<file path="src/rtl/multicycle_controller.sv">
// multicycle_controller
// Control FSM for a shared-resource multicycle MIPS datapath. A single memory
// serves instruction fetch and data access, and a single ALU handles the PC
// increment, the branch target and the execute step.
// Optional feature: define MULTICYCLE_PERF_CNT_EN to build the cycle and
// retired-instruction performance counters. When it is undefined, cycle_cnt
// and instr_cnt are tied to zero.
module multicycle_controller (
  input  logic        clk,
  input  logic        rst_n,
  input  logic [5:0]  operation,
  input  logic [5:0]  func,
  input  logic        zero,
  input  logic        mem_ready,
  output logic        pc_we,
  output logic        instr_we,
  output logic        i_or_d,
  output logic        mem_re,
  output logic        mem_we,
  output logic        reg_we,
  output logic        reg_write_addr,
  output logic        reg_write_data,
  output logic [1:0]  alu_src_a,
  output logic [1:0]  alu_src_b,
  output logic [1:0]  pc_src,
  output logic [2:0]  alu_controller,
  output logic        illegal,
  output logic [31:0] cycle_cnt,
  output logic [31:0] instr_cnt
);

  localparam logic [5:0] OP_RTYPE = 6'b000000;
  localparam logic [5:0] OP_J     = 6'b000010;
  localparam logic [5:0] OP_BEQ   = 6'b000100;
  localparam logic [5:0] OP_BNE   = 6'b000101;
  localparam logic [5:0] OP_ADDI  = 6'b001000;
  localparam logic [5:0] OP_ANDI  = 6'b001100;
  localparam logic [5:0] OP_ORI   = 6'b001101;
  localparam logic [5:0] OP_LW    = 6'b100011;
  localparam logic [5:0] OP_SW    = 6'b101011;

  localparam logic [5:0] FN_JR    = 6'b001000;

  localparam logic [2:0] ALU_AND  = 3'b000;
  localparam logic [2:0] ALU_OR   = 3'b001;
  localparam logic [2:0] ALU_ADD  = 3'b010;
  localparam logic [2:0] ALU_SLL  = 3'b011;
  localparam logic [2:0] ALU_SRL  = 3'b100;
  localparam logic [2:0] ALU_SRA  = 3'b101;
  localparam logic [2:0] ALU_SUB  = 3'b110;
  localparam logic [2:0] ALU_SLT  = 3'b111;

  typedef enum logic [3:0] {
    FETCH     = 4'd0,
    DECODE    = 4'd1,
    MEM_ADDR  = 4'd2,
    MEM_READ  = 4'd3,
    MEM_WB    = 4'd4,
    MEM_WRITE = 4'd5,
    EXEC_R    = 4'd6,
    EXEC_I    = 4'd7,
    ALU_WB_R  = 4'd8,
    ALU_WB_I  = 4'd9,
    BRANCH    = 4'd10,
    JUMP      = 4'd11,
    JR        = 4'd12,
    TRAP      = 4'd13
  } state_t;

  // Legal R-type funct codes that go through EXEC_R (jr is handled separately).
  function automatic logic is_exec_rfunc(input logic [5:0] f);
    case (f)
      6'b100000, 6'b100010, 6'b100100, 6'b100101, 6'b101010,
      6'b000100, 6'b000110, 6'b000111,
      6'b000000, 6'b000010, 6'b000011: is_exec_rfunc = 1'b1;
      default:                         is_exec_rfunc = 1'b0;
    endcase
  endfunction

  // ALU operation for an R-type funct; variable shifts share the shift ops.
  function automatic logic [2:0] rfunc_alu(input logic [5:0] f);
    case (f)
      6'b100000:            rfunc_alu = ALU_ADD;
      6'b100010:            rfunc_alu = ALU_SUB;
      6'b100100:            rfunc_alu = ALU_AND;
      6'b100101:            rfunc_alu = ALU_OR;
      6'b101010:            rfunc_alu = ALU_SLT;
      6'b000100, 6'b000000: rfunc_alu = ALU_SLL;
      6'b000110, 6'b000010: rfunc_alu = ALU_SRL;
      6'b000111, 6'b000011: rfunc_alu = ALU_SRA;
      default:              rfunc_alu = ALU_ADD;
    endcase
  endfunction

  // Constant-shift functs take their shift amount from the shamt field.
  function automatic logic is_shamt_func(input logic [5:0] f);
    is_shamt_func = (f == 6'b000000) || (f == 6'b000010) || (f == 6'b000011);
  endfunction

  state_t      state_r;
  state_t      next_state_s;
  logic        illegal_r;

  logic        pc_we_s;
  logic        instr_we_s;
  logic        i_or_d_s;
  logic        mem_re_s;
  logic        mem_we_s;
  logic        reg_we_s;
  logic        reg_write_addr_s;
  logic        reg_write_data_s;
  logic [1:0]  alu_src_a_s;
  logic [1:0]  alu_src_b_s;
  logic [1:0]  pc_src_s;
  logic [2:0]  alu_controller_s;

  // State register; reset returns to FETCH and abandons any in-flight instruction.
  always_ff @(posedge clk or negedge rst_n) begin
    if (!rst_n) begin
      state_r <= FETCH;
    end else begin
      state_r <= next_state_s;
    end
  end

  // Sticky illegal flag, set on entry to TRAP and cleared only by reset.
  always_ff @(posedge clk or negedge rst_n) begin
    if (!rst_n) begin
      illegal_r <= 1'b0;
    end else if (next_state_s == TRAP) begin
      illegal_r <= 1'b1;
    end else begin
      illegal_r <= illegal_r;
    end
  end

  // Next-state decode and per-state datapath controls.
  always_comb begin
    next_state_s     = state_r;
    pc_we_s          = 1'b0;
    instr_we_s       = 1'b0;
    i_or_d_s         = 1'b0;
    mem_re_s         = 1'b0;
    mem_we_s         = 1'b0;
    reg_we_s         = 1'b0;
    reg_write_addr_s = 1'b0;
    reg_write_data_s = 1'b0;
    alu_src_a_s      = 2'b00;
    alu_src_b_s      = 2'b00;
    pc_src_s         = 2'b00;
    alu_controller_s = 3'b000;
    case (state_r)
      FETCH: begin
        mem_re_s         = 1'b1;
        alu_src_b_s      = 2'b01;
        alu_controller_s = ALU_ADD;
        if (mem_ready) begin
          pc_we_s      = 1'b1;
          instr_we_s   = 1'b1;
          next_state_s = DECODE;
        end else begin
          next_state_s = FETCH;
        end
      end
      DECODE: begin
        alu_src_b_s      = 2'b11;
        alu_controller_s = ALU_ADD;
        case (operation)
          OP_LW, OP_SW:              next_state_s = MEM_ADDR;
          OP_RTYPE: begin
            if (func == FN_JR) begin
              next_state_s = JR;
            end else if (is_exec_rfunc(func)) begin
              next_state_s = EXEC_R;
            end else begin
              next_state_s = TRAP;
            end
          end
          OP_ADDI, OP_ANDI, OP_ORI:  next_state_s = EXEC_I;
          OP_BEQ, OP_BNE:            next_state_s = BRANCH;
          OP_J:                      next_state_s = JUMP;
          default:                   next_state_s = TRAP;
        endcase
      end
      MEM_ADDR: begin
        alu_src_a_s      = 2'b01;
        alu_src_b_s      = 2'b10;
        alu_controller_s = ALU_ADD;
        if (operation == OP_LW) begin
          next_state_s = MEM_READ;
        end else begin
          next_state_s = MEM_WRITE;
        end
      end
      MEM_READ: begin
        mem_re_s = 1'b1;
        i_or_d_s = 1'b1;
        if (mem_ready) begin
          next_state_s = MEM_WB;
        end else begin
          next_state_s = MEM_READ;
        end
      end
      MEM_WB: begin
        reg_we_s         = 1'b1;
        reg_write_data_s = 1'b1;
        next_state_s     = FETCH;
      end
      MEM_WRITE: begin
        mem_we_s = 1'b1;
        i_or_d_s = 1'b1;
        if (mem_ready) begin
          next_state_s = FETCH;
        end else begin
          next_state_s = MEM_WRITE;
        end
      end
      EXEC_R: begin
        alu_src_a_s      = is_shamt_func(func) ? 2'b10 : 2'b01;
        alu_controller_s = rfunc_alu(func);
        next_state_s     = ALU_WB_R;
      end
      EXEC_I: begin
        alu_src_a_s = 2'b01;
        alu_src_b_s = 2'b10;
        case (operation)
          OP_ANDI: alu_controller_s = ALU_AND;
          OP_ORI:  alu_controller_s = ALU_OR;
          default: alu_controller_s = ALU_ADD;
        endcase
        next_state_s = ALU_WB_I;
      end
      ALU_WB_R: begin
        reg_we_s         = 1'b1;
        reg_write_addr_s = 1'b1;
        next_state_s     = FETCH;
      end
      ALU_WB_I: begin
        reg_we_s     = 1'b1;
        next_state_s = FETCH;
      end
      BRANCH: begin
        alu_src_a_s      = 2'b01;
        alu_controller_s = ALU_SUB;
        pc_src_s         = 2'b01;
        pc_we_s          = ((operation == OP_BEQ) && zero) ||
                           ((operation == OP_BNE) && !zero);
        next_state_s     = FETCH;
      end
      JUMP: begin
        pc_src_s     = 2'b10;
        pc_we_s      = 1'b1;
        next_state_s = FETCH;
      end
      JR: begin
        pc_src_s     = 2'b11;
        pc_we_s      = 1'b1;
        next_state_s = FETCH;
      end
      TRAP: begin
        next_state_s = TRAP;
      end
      default: begin
        next_state_s = TRAP;
      end
    endcase
  end

  // Enables are qualified by rst_n so nothing fires while reset is held.
  assign pc_we          = pc_we_s    & rst_n;
  assign instr_we       = instr_we_s & rst_n;
  assign mem_re         = mem_re_s   & rst_n;
  assign mem_we         = mem_we_s   & rst_n;
  assign reg_we         = reg_we_s   & rst_n;
  assign i_or_d         = i_or_d_s;
  assign reg_write_addr = reg_write_addr_s;
  assign reg_write_data = reg_write_data_s;
  assign alu_src_a      = alu_src_a_s;
  assign alu_src_b      = alu_src_b_s;
  assign pc_src         = pc_src_s;
  assign alu_controller = alu_controller_s;
  assign illegal        = illegal_r;

`ifdef MULTICYCLE_PERF_CNT_EN
  logic [31:0] cycle_cnt_r;
  logic [31:0] instr_cnt_r;
  logic        retire_s;

  assign retire_s = (next_state_s == FETCH) &&
                    ((state_r == MEM_WB)   || (state_r == MEM_WRITE) ||
                     (state_r == ALU_WB_R) || (state_r == ALU_WB_I)  ||
                     (state_r == BRANCH)   || (state_r == JUMP)      ||
                     (state_r == JR));

  // Performance counters: cycles outside TRAP and retired instructions, wrapping.
  always_ff @(posedge clk or negedge rst_n) begin
    if (!rst_n) begin
      cycle_cnt_r <= 32'd0;
      instr_cnt_r <= 32'd0;
    end else begin
      cycle_cnt_r <= (state_r != TRAP) ? cycle_cnt_r + 32'd1 : cycle_cnt_r;
      instr_cnt_r <= retire_s ? instr_cnt_r + 32'd1 : instr_cnt_r;
    end
  end

  assign cycle_cnt = cycle_cnt_r;
  assign instr_cnt = instr_cnt_r;
`else
  assign cycle_cnt = 32'd0;
  assign instr_cnt = 32'd0;
`endif

endmodule

</file>
<file path="config.mk">
export PLATFORM = sky130hd
export DESIGN_NAME = multicycle_controller
export DESIGN_NICKNAME = d
export VERILOG_FILES = /design/src/rtl/multicycle_controller.sv
export SDC_FILE = /design/constraint.sdc
export NUM_CORES = 1
export LEC_CHECK = 0
export ABC_AREA = 1
export CAP_MARGIN = 0
export CORE_MARGIN = 4
export CORE_UTILIZATION = 36
export DETAILED_ROUTE_END_ITERATION = 8
export PLACE_DENSITY = 0.88
export SYNTH_ARGS = -nofsm -noshare
export SYNTH_HDL_FRONTEND = slang
export SYNTH_SLANG_ARGS = --single-unit
</file>
<file path="constraint.sdc">
create_clock -name clk -period 2 [get_ports clk]
set_input_delay 0.5 -clock clk [delete_from_list [all_inputs] [get_ports clk]]
set_output_delay 0.5 -clock clk [all_outputs]
set_load 0.01 [all_outputs]
</file>
# Word-level counts from Yosys, hierarchy flattened
# Cells that the tools add are included.
# Widths: inputs -> output; s select.
# classes
shifts,0
n_bitwise,5
n_addsub,0
n_reduce_logical,24
muxes,28
n_lt_le_gt_ge,0
eq_ne,32
div_mod_pow,0
n_mul,0
# op_table
op,count
$eq 6x6->1 const B,7
$pmux 4 s8,1
$eq 6x3->1 const B,5
$eq 4x4->1 const B,6
$eq 6x4->1 const B,4
$pmux 3 s7,1
$pmux 4 s5,1
$eq 6x2->1 const B,3
$reduce_or 2->1,9
$eq 4x3->1 const B,4
$mux 1,13
$logic_not 6->1,2
$pmux 2 s3,2
$pmux 3 s4,1
$reduce_or 3->1,4
$reduce_or 11->1,1
$mux 3,3
$eq 4x2->1 const B,2
$mux 4,2
$pmux 2 s2,2
$reduce_or 6->1,1
$and 1x1->1,5
$eq 4x1->1 const B,1
$logic_not 4->1,1
5 further kinds,8
# word_totals
reg_bits,5
latchBits,0
romBits,0
memories,0
in_bits,16
out_inout_bits,82
mem_bits_rw,0
word_cells,91

# Longest topological paths before layout
# Gate-level depths: netlist (run 1).
# depth
ltp_word,11
depth_mapped,12
mapped_depth_nobuf,12

# Worst setup path after synthesis (run 1)
# Ideal clock, no wire load.
# synth_timing
path_kind,input to output
start,input port func[5]
end,output port alu_src_a[1]
required_time_ps,1500
setup_slack_ps,155
arrival_time_ps,1345
path_buffers,0
path_stages,4
cell_sequence,nor2_2 nand2_1 or2_2 nor3_1
# synth_between
elab_chain_cells,5
elab_cells_between_ends,7
classes_between,eq/ne: 2; mux: 2; reduce/logical: 3
# synth_lines
element,line,text
"start, declared",12,"input logic [5:0] func,"
$eq 6x2->1 / $logic_not 6->1 (equally long branches),97,is_shamt_func = (f == 6'b000000) || (f == 6'b000010) || (f == 6'b000011);
$logic_or 1x1->1,97,
$logic_or 1x1->1 *,97,
$mux 2 *,219,alu_src_a_s = is_shamt_func(func) ? 2'b10 : 2'b01;
$pmux 2 s2 *,152,case (state_r)
"end, declared",23,"output logic [1:0] alu_src_a,"
# Mark *: on every way between the ends. The rest lies on a longest branch, timed or not.

# Worst setup path in the final report (run 1)
# layout_timing
start,input port func[4]
end,output port alu_controller[0]
# layout_between
elab_chain_cells,4
elab_cells_between_ends,15
classes_between,eq/ne: 9; mux: 2; reduce/logical: 4
# layout_lines
element,line,text
"$eq 6x2->1, or another cell as far along",82,case (f)
$reduce_or 2->1,82,
$pmux 3 s7 *,82,
$pmux 3 s4 *,152,
"end, declared",26,"output logic [2:0] alu_controller,"
# Marks and branches as above.

==> results of run 1 <==
## cell usage in the layout (no fill, tap or decap), types with 2 or more instances in the layout
cell type        count
buf_8                2
inv_2                9
nor2_4              12
clkbuf_8             3
a31oi_1              4
buf_2                8
conb_1              64
buf_6                5
nand3b_1             2
nand3_1             17
a21oi_1              5
nand2_4              4
nand3_2              3
clkdlybuf4s15_1      3
nor2_2              10
clkdlybuf4s50_1      2
nand2_1             29
buf_4               57
nand4_1              6
dlygate4sd2_1        5
nand2_2             11
inv_1               19
dfrtp_1              5
clkbuf_2             9
nor2_1              15
## power by group through the flow
stage / logic, mW / registers (mW) / clock network [mW]
4_1_cts: 0.193 / 0.102 / 0.184
3_3_place_gp: 0.173 / 0.103 / 0
5_1_grt: 0.237 / 0.102 / 0.193
6_report: 0.221 / 0.102 / 0.181
3_5_place_dp: 0.177 / 0.103 / 0
2_1_floorplan: 0.190 / 0.103 / 0
## metrics by stage
step                std cells  cell area (um^2)  worst slack [ns]  util (%)  hold WS, ns
floorplan                 293              1623            0.1555         -       0.2044
global placement          357              1886           -0.8228     51.12       0.4543
detailed placement        357              1886           -0.8851     51.12       0.4649
CTS                       369              2039          -0.06002     55.29       0.4764
global route              372              2108           -0.1406     57.16       0.5098
finish                    372              2108          -0.07185     57.16       0.4687
## registers in the layout (all words and copies together) (netlist names)
register  count
state_r       4
illegal       1
## critical path: cells and delay by family
family | cells | cell delay, ns
buf+inv | 4 | 0.52
simple gates | 4 | 0.48
compound gates | 1 | 0.07
## timing repair
action,in CTS,in global routing
pin swaps,13,17
buffers inserted,8,3
gates resized for setup,104,54
endpoints found under the hold margin,0,0
endpoints found under the setup margin,17,16
cloned,0,0
## layout make-up
class / instances / area, um^2 / share of cell area [%]
clock buffer: 4 / 45.04 / 2.137
timing repair buffer: 91 / 693.2 / 32.88
multi-input combinational: 194 / 1065 / 50.50
sequential: 5 / 125.1 / 5.935
tap: 48 / 60.06 / 2.849
inverter: 30 / 120.1 / 5.697
## metal layers
metal	GRT usage [%]	share of wire, %
met5	0	0
met4	3.830	2.5
met3	2.158	11
met2	26.65	50
met1	16.32	36
## path summary, 6_finish.rpt
path	end	from	slack, ns	cells past startpoint
hold reg to reg	illegal	illegal	0.47	2
setup / recovery	alu_controller[0]	func[4]	-0.07	9
max in group asynchronous	state_r[3]	rst_n	1.30	2
min in group asynchronous	state_r[0]	rst_n	0.59	2
setup reg to reg	illegal	state_r[1]	0.18	11
hold / removal	illegal	illegal	0.47	2
## cells by family after synthesis
family          Yosys count  synth area share (%)
simple gates            114                 40.88
buf+inv                  94                 42.78
compound gates           15                 6.408
flops                     5                 9.025
xor+xnor                  1                0.6319
other cells               1                0.2705
==> impl_metrics.yaml, run 1 <==
worst_setup_path:
  worst_setup_path_start_kind: "input pin"
  worst-setup-path-type: "in -> out"
  required_ns: 1.50
  end_kind: "primary output"
  cp_common_cell: "nand3_1"
  crit_slowest_cell: "buf_2"
  path_cells: "buf_8, nor2_4, buf_6, buf_4, nand3_1, nand3_1, nand3_1, o31ai_2, buf_2"
  max_stage_delay_ns: 0.17
  cp.arrival_ns: 1.57
  worstPathMaxFanout: 4
die:
  fp.dieW_um: 70.06
  io_pins: 98
  row_count: 22
  die-area_um2: 4908
  die_y_um: 70.06
  coreArea_um2: 3689
  initial_core_util_pct: 37.58
clocking:
  hold_buffers: 0
  numCtsBuffers: 3
  cts_buffer_depth: 2
  cts.root.buffer_cell: "clkbuf_8"
  worstSkewPairLatency_ns: 0.21
  path_clk_slew_ns: 0.03
  numClockSinks: 5
  cts_tree: "yes"
  cts_max_level: 1
global_route:
  grtUsageTotal_pct: 14.15
  grt_pass1_wl_um: 5961
  antenna_found_initial: 0
  grt_pass1_vias: 1447
  gr-total-overflow: 0
  grt_max_degree: 6
layout:
  n_fill_cell: 325
  drive_gt1_share_pct: 44.14
  antenna_cells: 0
  nets: 341
  area_delta_synth_final_pct: 52.08
timing:
  fin_ws_ns: -0.07185
  rsz0062_at_grt: "yes"
  fmax_ghz: 0.4827
  setup_viol: 3
  layout_min_cycle_time_ns: 2.072
  clock_skew_ns: 0.001341
  maxSlewViolCount: 0
  fin_crit_sh_pct: 103.6
  hold_viol_final: 0
  fin_tns_setup_ns: -0.1320
power_and_ir_drop:
  switchingPower_uw: 183.8
  clkPwrFrac_pct: 36.0
  switching_share_pct: 36.46
  p_leak_nw: 1.197
  p_seq_share_pct: 20.2
  powerDensity_nw_per_um2: 239.1
  combPwrFrac_pct: 43.8
  power.internal_uw: 320.4
  ir_worst_vdd_mv: 0.1582
  power_uw: 504.2
synthesis:
  netlist.top_cell.by_area: "buf_4"
  ys_top_cells_by_area: "buf_4, nand2_1, dfrtp_1"
  synthesis.instances: 230
  async_flop_share_pct: 100.0
  ys_ff_latch: 5
  yosysMostFrequentCell: "buf_4"
  synth_top_area_share_pct: 34.66
  synth-main-ff-cell: "dfrtp_1"
  yosys_warnings: 0
  synth_area_per_cell_um2: 6.028
  yosys.cell_types.count: 26
  syn_area_um2: 1386
  seq_area_frac_synth_pct: 9.025
  synth-edff-count: 0
  synth_common_cells: "buf_4, nand2_1, nor2_1, inv_1, nand3_1"
routing:
  drtIter0Drc: 124
  viasPerCell: 4.522
  drcViolationCount: 0
  wl_per_cell_um: 11.61
  dr_total_vias: 1682
  routed_wl_um: 4320
  antenna_left: 0
  drtPass1Iterations: 4
placed_design:
  portBuffers: 33
  gp_congestion: 0.8781
  post-dp-hpwl_um: 3085
status:
  violations: "setup timing"
  status: "finished with violations"
hold_path:
  hp-class: "reg -> reg"
job:
  drv_cap: 0
No activity file was read; power rests on OpenSTA's default activity.
==> run 2: changes to the inputs <==
- REMOVE_ABC_BUFFERS: default -> 1
==> run 2 against run 1 <==
The flow still finishes with violations (setup timing). Wire length is 13% higher. Sequential share of layout area fell by 0.32 points. Critical endpoint is now alu_controller[1]. Critical path type unchanged. Global-route usage grew 2.1 points. Largest power group unchanged.
==> impl_metrics.yaml, run 2 (synthesis results as in run 1) <==
status:
  status: "finished with violations"
  violations: "setup timing"
timing:
  hold_viol_final: 0
  setup_viol: 7
  fin_ws_ns: -0.1417
  layout_min_cycle_time_ns: 2.142
  rsz0062_at_grt: "yes"
  fin_crit_sh_pct: 107.1
  maxSlewViolCount: 0
  clock_skew_ns: 0.0004394
  fmax_ghz: 0.4669
worst_setup_path:
  setup.worst_path.start: "func[4]"
  cp.arrival_ns: 1.64
  cpLargestDelayFamily: "simple AND/OR/NAND/NOR gates"
  crit_cells: 10
  r2r_start: "state_r[0]"
  end_kind: "primary output"
  max_stage_delay_ns: 0.16
  worst_setup_path_start_kind: "input pin"
  required_ns: 1.50
  worstPathMaxFanout: 3
  path_cells: "buf_8, buf_4, nor2_4, nand3_1, nand2_2, nand3b_1, nand3b_1, nand2_1, nand3_1, buf_2"
  crit_end: "alu_controller[1]"
  r2r-end: "illegal"
  crit_slowest_cell: "nand3b_1"
  worst-setup-path-type: "in -> out"
  rrSetupSlack_ns: -0.11
  cp_num_buf_inv: 3
  r2r_cells: 14
layout:
  drive_gt1_share_pct: 44.94
  final_util_pct: 60.45
  mostFrequentLayoutCells: "buf_4, conb_1, nand2_1"
  nets: 353
  antenna_cells: 0
  fin_area_um2: 2230
  area_delta_synth_final_pct: 60.83
  mostFrequentLayoutCell: "buf_4"
  largest_reg_flops: 4
  largest-register: "state_r"
global_route:
  grt_pass1_wl_um: 6755
  grt_pass1_vias: 1564
  grtUsageTotal_pct: 16.24
  grt_max_degree: 6
  antenna_found_initial: 0
  gr-total-overflow: 0
routing:
  drtIter0Drc: 181
  routed_wl_um: 4891
  viasPerCell: 4.542
  drcViolationCount: 0
  antenna_left: 0
  wl_per_cell_um: 12.74
  dr_total_vias: 1744
  drtPass1Iterations: 4
die:
  die_y_um: 70.06
  die-area_um2: 4908
  initial_core_util_pct: 37.58
  fp.dieW_um: 70.06
  coreArea_um2: 3689
  io_pins: 98
  row_count: 22
job:
  drv_cap: 0
clocking:
  cts_buffer_depth: 2
  cts.root.buffer_cell: "clkbuf_8"
  numCtsBuffers: 3
  worstSkewPairLatency_ns: 0.21
  path_clk_slew_ns: 0.03
  cts_tree: "yes"
  numClockSinks: 5
  cts_max_level: 1
placed_design:
  placed_cell_area_um2: 1908
  gp_congestion: 0.8957
  portBuffers: 33
  post-dp-hpwl_um: 3059
hold_path:
  hold_depth: 2
  hp-class: "reg -> reg"
power_and_ir_drop:
  power_uw: 508.8
  ir_worst_vdd_mv: 0.1724
  p_leak_nw: 1.285
  powerDensity_nw_per_um2: 228.2
[run 2: through the flow]
step                      hold slack, ns  cells  setup WS (ns)  setup TNS, ns
after floorplan                   0.2044    229         0.1555              0
after global placement            0.4511    360        -0.8968         -6.302
after detailed placement          0.4555    360        -0.8849         -6.592
after CTS                         0.4647    381       -0.04847        -0.1024
after global routing              0.4847    384        -0.2145         -1.161
final                             0.4593    384        -0.1417        -0.6682
[run 2: worst min-delay path by stage]
stage                       start  endpoint  slack (ns)
after floorplan             rst_n   illegal        0.20
after CTS                 illegal   illegal        0.46
after detailed placement  illegal   illegal        0.46
after global routing      illegal   illegal        0.48
after global placement    illegal   illegal        0.45
final                     illegal   illegal        0.46
[run 2: what timing repair did]
| item | CTS | global route |
|---|---|---|
| hold buffers | 0 | 0 |
| pin swaps | 15 | 10 |
| endpoints found under the setup margin | 17 | 16 |
| gates resized for setup | 119 | 31 |
| setup buffers | 17 | 3 |
[run 2: per-layer routing]
layer / up-vias / GRT usage (%) / part of all wire [%]
met5: - / 0 / 0
met4: 0 / 5.532 / 3.6
met3: 25 / 2.734 / 12
met2: 131 / 28.44 / 50
met1: 778 / 19.90 / 35
li1: 810 / - / -
[run 2: tightest hold or removal path: cells and delay by family (launching register included)]
family	cells	cell delay (ns)
buffers and inverters	1	0.04
flip-flops	1	0.34
AND/OR/NAND/NOR	1	0.05
[run 2: report_power, final]
group          internal [mW]  total (mW)  leakage [nW]  switching (mW)
Clock                  0.136       0.179        0.0228          0.0431
Sequential             0.102       0.102        0.0490               0
Combinational         0.0866       0.228          1.21           0.141
Total                  0.325       0.509          1.29           0.184
[run 2: final cells by class]
type	instances	area, um^2
clock buffer	4	45.04
fill	317	1459
inverter	30	120.1
multi-input combinational	194	1070
sequential	5	125.1
tap	48	60.06
timing repair buffer	103	809.5
